==> config.mk <==
export PLATFORM = sky130hd
export DESIGN_NAME = dmem_bus_bridge
export DESIGN_NICKNAME = d
export VERILOG_FILES = /design/src/rtl/dmem_bus_bridge.sv
export SDC_FILE = /design/constraint.sdc
export NUM_CORES = 1
export LEC_CHECK = 0
export ABC_AREA = 0
export ABC_CLOCK_PERIOD_IN_PS = 2700
export CAP_MARGIN = 20
export CORE_UTILIZATION = 43
export CTS_CLUSTER_DIAMETER = 30
export CTS_CLUSTER_SIZE = 10
export DETAILED_ROUTE_END_ITERATION = 8
export PLACE_DENSITY = 0.84
export SYNTH_ARGS = -nofsm -noshare
export SYNTH_HDL_FRONTEND = slang
export SYNTH_SLANG_ARGS = --single-unit
==> constraint.sdc <==
create_clock -name clk -period 2.7 [get_ports clk]
set_input_delay 0.54 -clock clk [delete_from_list [all_inputs] [get_ports clk]]
set_output_delay 0.54 -clock clk [all_outputs]
set_load 0.1 [all_outputs]
==> src/rtl/dmem_bus_bridge.sv <==
// rtl/dmem_bus_bridge.sv - core data strobes to valid/ready word bus bridge with lane alignment
// Optional response timeout: define DMEM_BRIDGE_TIMEOUT_EN.
module dmem_bus_bridge #(
  parameter int ADDR_W         = 32,
  parameter int TIMEOUT_CYCLES = 255
) (
  input  logic              clk,
  input  logic              rst,
  input  logic              mem_r,
  input  logic [3:0]        mem_w,
  input  logic [ADDR_W-1:0] mem_addr,
  input  logic [31:0]       mem_dw,
  output logic [31:0]       mem_dr,
  output logic              stall,
  output logic              err,
  output logic              bus_req_valid,
  input  logic              bus_req_ready,
  output logic              bus_we,
  output logic [3:0]        bus_be,
  output logic [ADDR_W-1:0] bus_addr,
  output logic [31:0]       bus_wdata,
  input  logic              bus_rsp_valid,
  input  logic [31:0]       bus_rdata
);

  typedef enum logic [1:0] {IDLE, REQ, WAIT_RSP, DONE} state_t;

  state_t            r_state;
  state_t            w_next;
  logic [1:0]        r_off;
  logic              r_bus_req_valid;
  logic              r_bus_we;
  logic [3:0]        r_bus_be;
  logic [ADDR_W-1:0] r_bus_addr;
  logic [31:0]       r_bus_wdata;
  logic [31:0]       r_mem_dr;
  logic              r_err;

  logic              w_is_write;
  logic              w_req;
  logic [1:0]        w_off;
  logic [7:0]        w_be_sh;
  logic              w_misaligned;
  logic              w_start;
  logic              w_rsp_take;
  logic              w_timeout;
  logic              w_to_hit;
  logic              w_accept;

  assign w_is_write   = (mem_w != 4'b0000);
  assign w_req        = mem_r | w_is_write;
  assign w_off        = mem_addr[1:0];
  // Widened shift so lanes pushed past byte 3 remain visible for the misalignment test.
  assign w_be_sh      = {4'b0000, mem_w} << w_off;
  assign w_misaligned = w_is_write && (w_be_sh[7:4] != 4'b0000);
  assign w_accept     = (r_state == REQ) && bus_req_ready;

`ifdef DMEM_BRIDGE_TIMEOUT_EN
  logic [15:0] r_to_cnt;

  assign w_to_hit = (r_to_cnt == 16'(TIMEOUT_CYCLES - 1));

  always_ff @(posedge clk) begin
    if (rst) begin
      r_to_cnt <= '0;
    end else if (w_accept) begin
      r_to_cnt <= '0;
    end else if (r_state == WAIT_RSP) begin
      r_to_cnt <= r_to_cnt + 16'd1;
    end
  end
`else
  localparam int unused_timeout_cycles = TIMEOUT_CYCLES;
  assign w_to_hit = 1'b0;
`endif

  always_ff @(posedge clk) begin
    if (rst) begin
      r_state <= IDLE;
    end else begin
      r_state <= w_next;
    end
  end

  always_comb begin
    w_next     = r_state;
    stall      = 1'b0;
    w_start    = 1'b0;
    w_rsp_take = 1'b0;
    w_timeout  = 1'b0;
    case (r_state)
      IDLE: begin
        if (w_req && !w_misaligned) begin
          stall   = 1'b1;
          w_start = 1'b1;
          w_next  = REQ;
        end
      end
      REQ: begin
        stall = 1'b1;
        if (bus_req_ready) begin
          w_next = WAIT_RSP;
        end
      end
      WAIT_RSP: begin
        stall = 1'b1;
        // A response on the limit cycle takes priority over the timeout.
        if (bus_rsp_valid) begin
          w_rsp_take = 1'b1;
          w_next     = DONE;
        end else if (w_to_hit) begin
          w_timeout = 1'b1;
          w_next    = DONE;
        end
      end
      DONE: begin
        w_next = IDLE;
      end
      default: begin
        w_next = IDLE;
      end
    endcase
  end

  always_ff @(posedge clk) begin
    if (rst) begin
      r_off           <= 2'b00;
      r_bus_req_valid <= 1'b0;
      r_bus_we        <= 1'b0;
      r_bus_be        <= 4'b0000;
      r_bus_addr      <= '0;
      r_bus_wdata     <= '0;
      r_mem_dr        <= '0;
      r_err           <= 1'b0;
    end else begin
      r_err <= (r_state == IDLE) && w_misaligned;
      if (w_start) begin
        r_off           <= w_off;
        r_bus_req_valid <= 1'b1;
        r_bus_we        <= w_is_write;
        r_bus_be        <= w_is_write ? w_be_sh[3:0] : 4'b1111;
        r_bus_addr      <= {mem_addr[ADDR_W-1:2], 2'b00};
        r_bus_wdata     <= mem_dw << {w_off, 3'b000};
      end
      if (w_accept) begin
        r_bus_req_valid <= 1'b0;
      end
      if (w_rsp_take && !r_bus_we) begin
        r_mem_dr <= bus_rdata >> {r_off, 3'b000};
      end
      if (w_timeout) begin
        r_mem_dr <= '0;
        r_err    <= 1'b1;
      end
    end
  end

  assign mem_dr        = r_mem_dr;
  assign err           = r_err;
  assign bus_req_valid = r_bus_req_valid;
  assign bus_we        = r_bus_we;
  assign bus_be        = r_bus_be;
  assign bus_addr      = r_bus_addr;
  assign bus_wdata     = r_bus_wdata;

endmodule

==> flow_summary.json <==
{
  "status": "finished clean",
  "rsz0062_at_grt": "false",
  "placed_area_mm2": 0.00684,
  "synthArstFlopShare": 0,
  "fp.dieW_um": 109,
  "worst_pin_slew_ns": 1.01,
  "grt_pass1_vias": 4948,
  "gr-usage-met3": 0.0460,
  "fin_util": 0.656,
  "slew_viol_final": 0,
  "syn_area_mm2": 0.00493,
  "portBuffers": 206,
  "ios": 209,
  "yosys_register_bits": 105,
  "cts_tree": "yes",
  "min_path_type": "flop to flop",
  "setup_viol": 0,
  "total_power_w": 0.00686,
  "start_kind": "input port",
  "n_antenna_cell": 0,
  "finalClockSkew_ns": 0.00651,
  "place_congestion": 0.914,
  "syn_inst": 598,
  "timing.final.crit_share": 0.972,
  "layout.nets": 885,
  "maxCapViolCount": 0,
  "clockBufferDepth": 2,
  "fin_area_mm2": 0.00721,
  "worstRegToRegCells": 8,
  "hold_depth": 2,
  "power_frac_seq": 0.281,
  "p_sw_frac": 0.479,
  "clock_sinks": 105,
  "ys_types": 38,
  "routed_wl_um": 16300,
  "final_common_cell": "buf_4",
  "synth-main-ff-cell": "dfxtp_1",
  "hold_start": "mem_dr[28]",
  "pwr-share-comb": 0.507,
  "initial_core_util": 0.449,
  "busiest_layer": "met2",
  "grtUsageMet1": 0.314,
  "reg2reg_from": "r_state[0]",
  "rows": 38,
  "final_cell_mix": "122 x buf_4, 105 x dfxtp_1, 101 x clkdlybuf4s50_1, 92 x a21oi_1, 55 x o21ai_0",
  "postCtsHoldBufs": 0,
  "gr-total-overflow": 0,
  "p_switching_w": 0.00329,
  "worst-path-max-fanout": 4,
  "p_int_w": 0.00357,
  "grt_util_met2": 0.460,
  "max_slew_margin": 0.320,
  "max_freq_mhz": 381,
  "powerDensity_mw_per_mm2": 951,
  "dr.pass1.iters": 5,
  "insertion_delay_ns": 0.34,
  "finalHoldViolCount": 0,
  "core_area_mm2": 0.0110,
  "die_h_um": 109,
  "wl_per_cell_um": 17.7,
  "arrival_ns": 2.08,
  "synth_edf_count": 0,
  "r2r_end": "bus_addr[22]",
  "yosysWarnings": 0,
  "area_delta_synth_final_pct": 46.2,
  "vias": 5295,
  "drc": 0,
  "cts-buffers-inserted": 9,
  "min_period_ns": 2.62,
  "htree_levels": 3,
  "clk_transition_reported_paths_ns": 0.06,
  "die-area_mm2": 0.0119,
  "antenna_found_initial": 0,
  "seq_area_mm2": 0.00210,
  "holdPathEnd": "mem_dr[28]",
  "syn_area_per_cell_um2": 8.25,
  "critical_path_class": "input port to primary output",
  "grt_pass1_wl_um": 24700,
  "cts-root-buf": "clkbuf_16",
  "power_leakage_nw": 2.84,
  "peakVddDrop_uv": 572,
  "cp-end-kind": "primary output",
  "drive_above_1_share": 0.217,
  "synthTopCellsByArea": "dfxtp_1 43%, a21oi_1 9.4%, mux2i_1 7.3%, o21ai_0 5.6%, nand3_1 4.5%",
  "dp.final_hpwl_um": 11500,
  "crit_required_ns": 2.16,
  "fill_cells": 888,
  "grt_usage": 0.266,
  "drtIter0Drc": 401,
  "vias_per_cell": 5.76,
  "fin_hold_ws_ns": 0.457,
  "multiInputGateArea_mm2": 0.00259,
  "ant_nets": 0,
  "ys_seq_area_frac": 0.426,
  "clock_power_share": 0.212,
  "grt_max_degree": 59,
  "reg2reg_slack_ns": 0.48,
  "synth_top_area_frac": 0.426,
  "synth_largest_area_cell": "dfxtp_1"
}
==> area by class of cell <==
type                            instances  area share
Multi-Input combinational cell        426       0.360
Sequential cell                       105       0.292
Timing Repair Buffer                  228       0.275
Clock buffer                           12      0.0370
Tap cell                              140      0.0243
Clock inverter                          4      0.0102
Inverter                                5     0.00260
==> cells by family (layout without fill, tap and decap cells) <==
family / Yosys count / after routing / synth area share
adder cells (fa/ha/maj): 5 / 5 / 0.0127
AO/OA/AOI/OAI: 197 / 197 / 0.230
buffers and inverters: 68 / 249 / 0.0576
other: 1 / 2 / 0.000760
flip-flops: 105 / 105 / 0.426
multiplexers: 52 / 52 / 0.110
AND/OR/NAND/NOR: 170 / 170 / 0.163
==> how the worst max path moves through the flow <==
stage,to,start,slack [ns],depth (start not counted)
after floorplan,stall,mem_w[1],0.07,6
after global placement,bus_wdata[0],mem_w[1],-0.19,6
after detailed placement,stall,mem_w[0],-0.04,6
after CTS,stall,mem_w[0],0.01,6
after global routing,stall,mem_w[0],0.03,6
final,stall,mem_w[0],0.08,6
==> repair_timing <==
action | CTS | global route
gates resized for setup | 1 | 3
setup buffers | 0 | 1
endpoints found under the setup margin | 1 | 1
pin swaps | 0 | 2
==> metal layers <==
layer  up-vias  share of wire
met1      2489           0.40
li1       2505              -
met2       258           0.49
met4         0          0.037
met5         -              0
met3        43          0.075
==> worst max-delay path, stage by stage <==
cell             delay [ns]
clkdlybuf4s50_1        0.43
or4_4                  0.54
nand2b_4               0.18
a21oi_4                0.18
nor2_4                 0.05
buf_12                 0.16
==> registers in the layout (all words and copies together) (netlist names) <==
signal and flops:
bus_wdata 32, bus_addr 30, bus_req_valid 1, bus_be 4, r_state 2, bus_we 1
r_off 2, err 1, mem_dr 32
==> Yosys cell counts, drive strengths merged, types with 3 or more instances <==
| cell | n |
|---|---|
| nand2 | 44 |
| a211oi | 17 |
| mux2 | 16 |
| nor3 | 18 |
| nand3 | 44 |
| nand4 | 8 |
| o2111ai | 9 |
| o211ai | 8 |
| inv | 5 |
| o21ai | 58 |
| o221a | 4 |
| nor2 | 38 |
| buf | 21 |
| a21oi | 93 |
| dfxtp | 105 |
| mux2i | 36 |
| nand2b | 3 |
| clkbuf | 42 |
| or4 | 9 |
| ha | 5 |
==> per-stage QoR <==
step	cells	worst slack, ns	setup TNS (ns)
final	920	0.0751	0
after global routing	920	0.0263	0
after CTS	919	0.0122	0
after detailed placement	903	-0.0446	-0.0446
after global placement	902	-0.189	-1.92
after floorplan	599	0.0664	0
==> power by group through the flow <==
stage,logic (W),registers [W],clock network [W]
finish,0.00347,0.00193,0.00146
global route,0.00364,0.00195,0.00154
CTS,0.00345,0.00193,0.00147
detailed placement,0.00344,0.00196,0
global placement,0.00337,0.00194,0
floorplan,0.00104,0.00347,0
No activity file was read; power rests on OpenSTA's default activity.
